File: src/rtl/if_pipe_ctrl.sv
// rtl/if_pipe_ctrl.sv - fetch-stage and IF/ID, ID/EX sequencing controller
//
// Ports:
//   clk, rst                 clock, synchronous active-high reset
//   ex_mem_read, ex_rt       load in EX and its destination register
//   id_rs, id_rt, id_uses_rt source operands of the instruction in ID
//   md_start                 mult/div issuing from ID this cycle
//   br_taken                 branch resolved taken this cycle
//   exc_req, exc_pc          exception request and faulting PC
//   hold_pc, hold_if         freeze PC / IF-ID registers
//   flush_id, flush_ex       squash IF-ID / bubble ID-EX at next edge
//   except                   fetch mux selects the exception vector
//   epc                      captured exception PC
//   md_busy                  mult/div unit occupied
module if_pipe_ctrl #(
    parameter int MD_LAT  = 32,
    parameter int EXC_CYC = 2
) (
    input  logic        clk,
    input  logic        rst,
    input  logic        ex_mem_read,
    input  logic [4:0]  ex_rt,
    input  logic [4:0]  id_rs,
    input  logic [4:0]  id_rt,
    input  logic        id_uses_rt,
    input  logic        md_start,
    input  logic        br_taken,
    input  logic        exc_req,
    input  logic [31:0] exc_pc,
    output logic        hold_pc,
    output logic        hold_if,
    output logic        flush_id,
    output logic        flush_ex,
    output logic        except,
    output logic [31:0] epc,
    output logic        md_busy
);

    typedef enum logic [1:0] {
        RUN     = 2'd0,
        MD_WAIT = 2'd1,
        EXC     = 2'd2
    } state_t;

    // Counters are loaded with "remaining cycles minus one" so the exit
    // happens on the edge where they read zero.
    localparam logic [7:0] MD_INIT  = 8'(MD_LAT - 2);
    localparam logic [3:0] EXC_INIT = 4'(EXC_CYC - 2);

    state_t      state, state_nxt;
    logic [7:0]  md_cnt, md_cnt_nxt;
    logic [3:0]  exc_cnt, exc_cnt_nxt;
    logic        epc_load;
    logic        lu;

    assign lu = ex_mem_read && (ex_rt != 5'd0) &&
                ((ex_rt == id_rs) || (id_uses_rt && (ex_rt == id_rt)));

    always_comb begin
        state_nxt   = state;
        md_cnt_nxt  = md_cnt;
        exc_cnt_nxt = exc_cnt;
        epc_load    = 1'b0;
        hold_pc     = 1'b0;
        hold_if     = 1'b0;
        flush_id    = 1'b0;
        flush_ex    = 1'b0;
        except      = 1'b0;
        md_busy     = 1'b0;

        if (!rst) begin
            case (state)
                RUN: begin
                    if (exc_req) begin
                        except   = 1'b1;
                        flush_id = 1'b1;
                        flush_ex = 1'b1;
                        epc_load = 1'b1;
                        if (EXC_CYC > 1) begin
                            state_nxt   = EXC;
                            exc_cnt_nxt = EXC_INIT;
                        end
                    end else if (lu) begin
                        // ID instruction is re-presented next cycle, so any
                        // md_start/br_taken it carries is seen again then.
                        hold_pc  = 1'b1;
                        hold_if  = 1'b1;
                        flush_ex = 1'b1;
                    end else if (md_start) begin
                        if (MD_LAT > 1) begin
                            state_nxt  = MD_WAIT;
                            md_cnt_nxt = MD_INIT;
                        end
                    end else if (br_taken) begin
                        flush_id = 1'b1;
                    end
                end

                MD_WAIT: begin
                    if (exc_req) begin
                        // Abort the mult/div; busy drops in this cycle.
                        except     = 1'b1;
                        flush_id   = 1'b1;
                        flush_ex   = 1'b1;
                        epc_load   = 1'b1;
                        md_cnt_nxt = 8'd0;
                        if (EXC_CYC > 1) begin
                            state_nxt   = EXC;
                            exc_cnt_nxt = EXC_INIT;
                        end else begin
                            state_nxt = RUN;
                        end
                    end else begin
                        hold_pc  = 1'b1;
                        hold_if  = 1'b1;
                        flush_ex = 1'b1;
                        md_busy  = 1'b1;
                        if (md_cnt == 8'd0) begin
                            state_nxt = RUN;
                        end else begin
                            md_cnt_nxt = md_cnt - 8'd1;
                        end
                    end
                end

                EXC: begin
                    flush_id = 1'b1;
                    flush_ex = 1'b1;
                    if (exc_cnt == 4'd0) begin
                        state_nxt = RUN;
                    end else begin
                        exc_cnt_nxt = exc_cnt - 4'd1;
                    end
                end

                default: begin
                    state_nxt = RUN;
                end
            endcase
        end
    end

    always_ff @(posedge clk) begin
        if (rst) begin
            state   <= RUN;
            md_cnt  <= 8'd0;
            exc_cnt <= 4'd0;
            epc     <= 32'd0;
        end else begin
            state   <= state_nxt;
            md_cnt  <= md_cnt_nxt;
            exc_cnt <= exc_cnt_nxt;
            if (epc_load) begin
                epc <= exc_pc;
            end
        end
    end

endmodule

File: config.mk
export PLATFORM = sky130hd
export DESIGN_NAME = if_pipe_ctrl
export DESIGN_NICKNAME = d
export VERILOG_FILES = /design/src/rtl/if_pipe_ctrl.sv
export SDC_FILE = /design/constraint.sdc
export NUM_CORES = 1
export LEC_CHECK = 0
export CAP_MARGIN = 10
export CORE_MARGIN = 1.5
export CORE_UTILIZATION = 46
export DETAILED_ROUTE_END_ITERATION = 6
export PLACE_DENSITY = 0.85
export SYNTH_ARGS = -nofsm -noshare
export SYNTH_HDL_FRONTEND = slang
export SYNTH_SLANG_ARGS = --single-unit
export TNS_END_PERCENT = 50
File: constraint.sdc
create_clock -name clk -period 5.3 [get_ports clk]
set_input_delay 0.795 -clock clk [delete_from_list [all_inputs] [get_ports clk]]
set_output_delay 0.795 -clock clk [all_outputs]
set_load 0.02 [all_outputs]
Word level (Yosys, flattened, before mapping)
Cells that the tools add are included.

Register bits after elaboration: 46. Output and inout bits: 38. Word-level logic and storage cells: 70.

$add $sub $neg: 2. Equal/unequal tests: 14. Muxes and demuxes: 35. Reductions and logical operators: 15.

Operators with widths (count): two-way mux 8 bit (5); two-way mux 1 bit (16); case mux 8 bit (2 select lines) (1); two-way mux 2 bit (6); inequality test 3 bit (second input constant) (4); == test 5 bit (2); inequality test 2 bit (second input constant) (5); logical NOT 8 bit (1); two-way mux 4 bit (2); case mux 4 bit (2 select lines) (1); subtractor 8 x 1 -> 8 bit (second input constant) (1); case mux 2 bit (3 select lines) (1); AND reduction 5 bit (1); nonzero test 5 bit (1); logical NOT 4 bit (1); case mux 1 bit (2 select lines) (2); AND reduction 4 bit (1); nonzero test 2 bit (2); OR reduction 2 bit (2); subtractor 4 x 1 -> 4 bit (second input constant) (1); logical AND 1 bit (3); case mux 1 bit (3 select lines) (1); AND reduction 3 bit (1); == test 2 x 1 -> 1 bit (second input constant) (1); other kinds (4) (4).

Logic depth before layout (Yosys ltp)
Depth after elaboration: 8. Depth in mapped cells: 8. Gate-level depth less buffers: 7.

Worst setup path before layout
No wires, ideal clock.

Kind: input to output. Start point: in ex_rt[4]. End point: out hold_pc. Arrival time: 2.298 ns. Required time: 4.505 ns. Slack: 2.207 ns. Cell stages on the path: 6. Path buffers: 1. Path through: xnor2_1 -> nand3_1 -> o22a_1 -> or3_1 -> a21oi_1 -> buf_4.

Cells in the longest elaborated chain, start to end: 8. Elaborated cells between the ends (all ways): 11.

Ends and longest elaborated chain: start, declared (line 22) `input logic [4:0] ex_rt,`; == test 5 bit (line 57) `((ex_rt == id_rs) || (id_uses_rt && (ex_rt == id_rt)));`; logical AND 1 bit (line 57); logical OR 1 bit (line 57); logical AND 1 bit (*) (line 56) `assign lu = ex_mem_read && (ex_rt != 5'd0) &&`; two-way mux 1 bit (*) (2 in series); case mux 1 bit (2 select lines) (*); two-way mux 1 bit (*); end, declared (line 30) `output logic hold_pc,`.

Mark *: on every way between the ends. The rest lies on a longest branch, timed or not.

Worst setup path after layout
Start point: in ex_rt[2]. End point: out hold_pc.

Cells in the longest elaborated chain, start to end: 8. Elaborated cells between the ends (all ways): 11.

Ends and longest elaborated chain: == test 5 bit (line 57); logical AND 1 bit (line 57); logical OR 1 bit (line 57); logical AND 1 bit (*) (line 56); two-way mux 1 bit (*) (line 83) `end else if (lu) begin`; two-way mux 1 bit (*) (line 74) `if (exc_req) begin`; case mux 1 bit (2 select lines) (*) (line 72) `case (state)`; two-way mux 1 bit (*) (line 71) `if (!rst) begin`.

Marks and branches as above.

==> flow_summary.toml <==
[outcome]
status = "complete, no violations"

[grt]
grt_max_degree = 58
met3_usage = 0.0718
grt_pass1_vias = 2093
grtUsageTotal = 0.223
busiest_layer = "met2"
overflow = 0
grt_pass1_wl_um = 9360
met2_usage = 0.374
met1_usage = 0.267
antenna_found_initial = 0

[final_layout]
fin_nets = 431
n_antenna_cell = 0
synthToLayoutAreaGrowth_pct = 45.7
drive_above_1_share = 0.0485
multi_input_area_um2 = 1230
seqCellArea_um2 = 921
fill_cells = 409

[floorplan]
boundaryPins = 92
die_width_um = 73.0
dieArea_um2 = 5330
start_util = 0.477
die-height_um = 73.0
coreArea_um2 = 4720
rows = 25

[clock_network]
ctsResizeCount = 0
cts_setup_buffers = 0
clkSinkCount = 46
cts_inserted_buffers = 5
clock_latency_ns = 0.30
tritoncts = "done"
cts_buffer_depth = 2
htree_levels = 2
ctsHoldBuffers = 0
path_clk_slew_ns = 0.08
root_buffer = "clkbuf_8"

[setup_path]
cp.required_ns = 4.51
critPathLaunchType = "input port"
cp_max_fo = 3
crit_type = "in2out"
cp-end-kind = "primary output"
arrival_ns = 3.21

[logic_synthesis]
synth_top_cell_area_share = 0.408
synth-edff-count = 0
ys.flop_type = "dfxtp_1"
ys_top_cells_by_count = "68 x nand2_1, 46 x dfxtp_1, 40 x a21oi_1"
ys_seq_area_frac = 0.408
synth-xor-area-share = 0.0388
synth_compound_area_frac = 0.214
synth_simple_gate_area_frac = 0.246
syn_avg_cell_area_um2 = 7.86
ys_ff_latch = 46
yosys_warnings = 0
synth_nets = 348
synth_cells = 287
syn-cell-area_um2 = 2250
synth_area_leaders = "dfxtp_1 41%, nand2_1 11%, a21oi_1 8.9%"
yosys.area.top_type = "dfxtp_1"
synth_adder_area_share = 0.0388
ys_types = 41
synth_most_common_cell = "nand2_1"
synth_top_family_by_area = "simple AND/OR/NAND/NOR gates"
muxShareOfSynthArea = 0.00444
postSynth.asyncResetShare = 0

[timing]
rsz0062_at_grt = "false"
setup_slack_ns = 1.30
slew_viol_final = 0
fin_tns_setup_ns = 0
skew_ns = 0.00423
max_freq_mhz = 250
min_period_ns = 4.00
finalHoldViolCount = 0
max_slew_margin = 0.366
setup_violations = 0
tightestPinTransition_ns = 0.951
min_period_over_period = 0.755

[drt]
drt-initial-drc-count = 149
vias = 2320
viasPerCell = 5.30
drc = 0
post_drt_wl_per_cell_um = 13.5
ant_nets = 0
first_pass_iters = 4
wl_um = 5910

[run]
drv_cap = 0

[pwr]
vdd_drop_max_mv = 0.203
p_leak_nw = 1.20
total_power_mw = 0.985
p_per_area_nw_per_um2 = 300

[placed_design]
gp_congestion = 0.879
place_ws_ns = 1.33
portBuffers = 91
dp_hpwl_um = 4240

[hold_path]
min_path_type = "reg2reg"
## routing by layer
layer  part of all wire  wire length, µm
met1               0.43             2520
met2               0.48             2850
met3              0.073              432
met4              0.018              109
met5                  0                0
## state kept, by name, indices dropped and copies added, names as in the netlist
register  flops
md_cnt        8
epc          32
state         2
exc_cnt       4
## per-stage QoR
stage	util	std cells	hold WS, ns	area (µm²)
after detailed placement	0.675	430	0.447	3190
after CTS	0.696	438	0.459	3290
after global routing	0.696	438	0.478	3290
final	0.696	438	0.454	3290
after floorplan	-	287	0.452	2250
after global placement	0.675	430	0.441	3190
## cell usage in the layout, fill, tap and decap left out, types with 2 or more instances in the layout
cell type | synthesis | final
buf_4 | 1 | 2
clkbuf_8 | 0 | 6
inv_1 | 10 | 10
o32ai_1 | 5 | 5
nor4_1 | 2 | 2
a211oi_1 | 4 | 4
or4_1 | 4 | 4
or3_1 | 4 | 4
nand4_1 | 3 | 3
nand3_1 | 3 | 3
o31a_1 | 2 | 2
o21a_1 | 2 | 2
nor3_1 | 3 | 3
a21oi_1 | 40 | 40
nand2b_1 | 9 | 9
o21ai_0 | 5 | 5
clkdlybuf4s50_1 | 0 | 90
dfxtp_1 | 46 | 46
xnor2_1 | 10 | 10
nand2_1 | 68 | 68
a22oi_1 | 2 | 2
a311oi_1 | 2 | 2
ha_1 | 7 | 7
nor2_1 | 17 | 16
a21o_1 | 2 | 2
a221oi_1 | 5 | 5
## critical path, stage by stage
cell             delay [ns]
clkdlybuf4s50_1        0.48
xnor2_1                0.22
nand4_1                0.15
o22a_1                 0.23
or3_1                  0.43
a21oi_1                0.24
clkdlybuf4s50_1        0.66
## power by group
group | internal [mW] | switching [mW] | total [mW]
registers | 0.382 | 0.0258 | 0.408
logic | 0.162 | 0.190 | 0.352
clock network | 0.108 | 0.117 | 0.225
total | 0.652 | 0.333 | 0.985
## area by class of cell
type                            instances  share of cell area
Timing Repair Buffer                   93               0.280
Sequential cell                        46               0.280
Inverter                               10              0.0114
Tap cell                               67              0.0255
Clock buffer                            7              0.0263
Multi-Input combinational cell        214               0.374
Clock inverter                          1             0.00267
## worst paths after layout
| check | to | depth (start not counted) | slack [ns] | from |
|---|---|---|---|---|
| worst min register to register | epc[8] | 2 | 0.45 | epc[8] |
| worst max-delay path | hold_pc | 7 | 1.30 | ex_rt[2] |
| worst max register to register | state[0] | 7 | 3.22 | state[1] |
| worst min-delay path | epc[8] | 2 | 0.45 | epc[8] |
## cell families after synthesis
family	Yosys count
AO/OA/AOI/OAI	75
AND/OR/NAND/NOR	121
adder cells (fa/ha/maj)	7
buffers and inverters	27
XOR/XNOR	10
flip-flops	46
multiplexers	1
(Power assumes the default switching activity.)
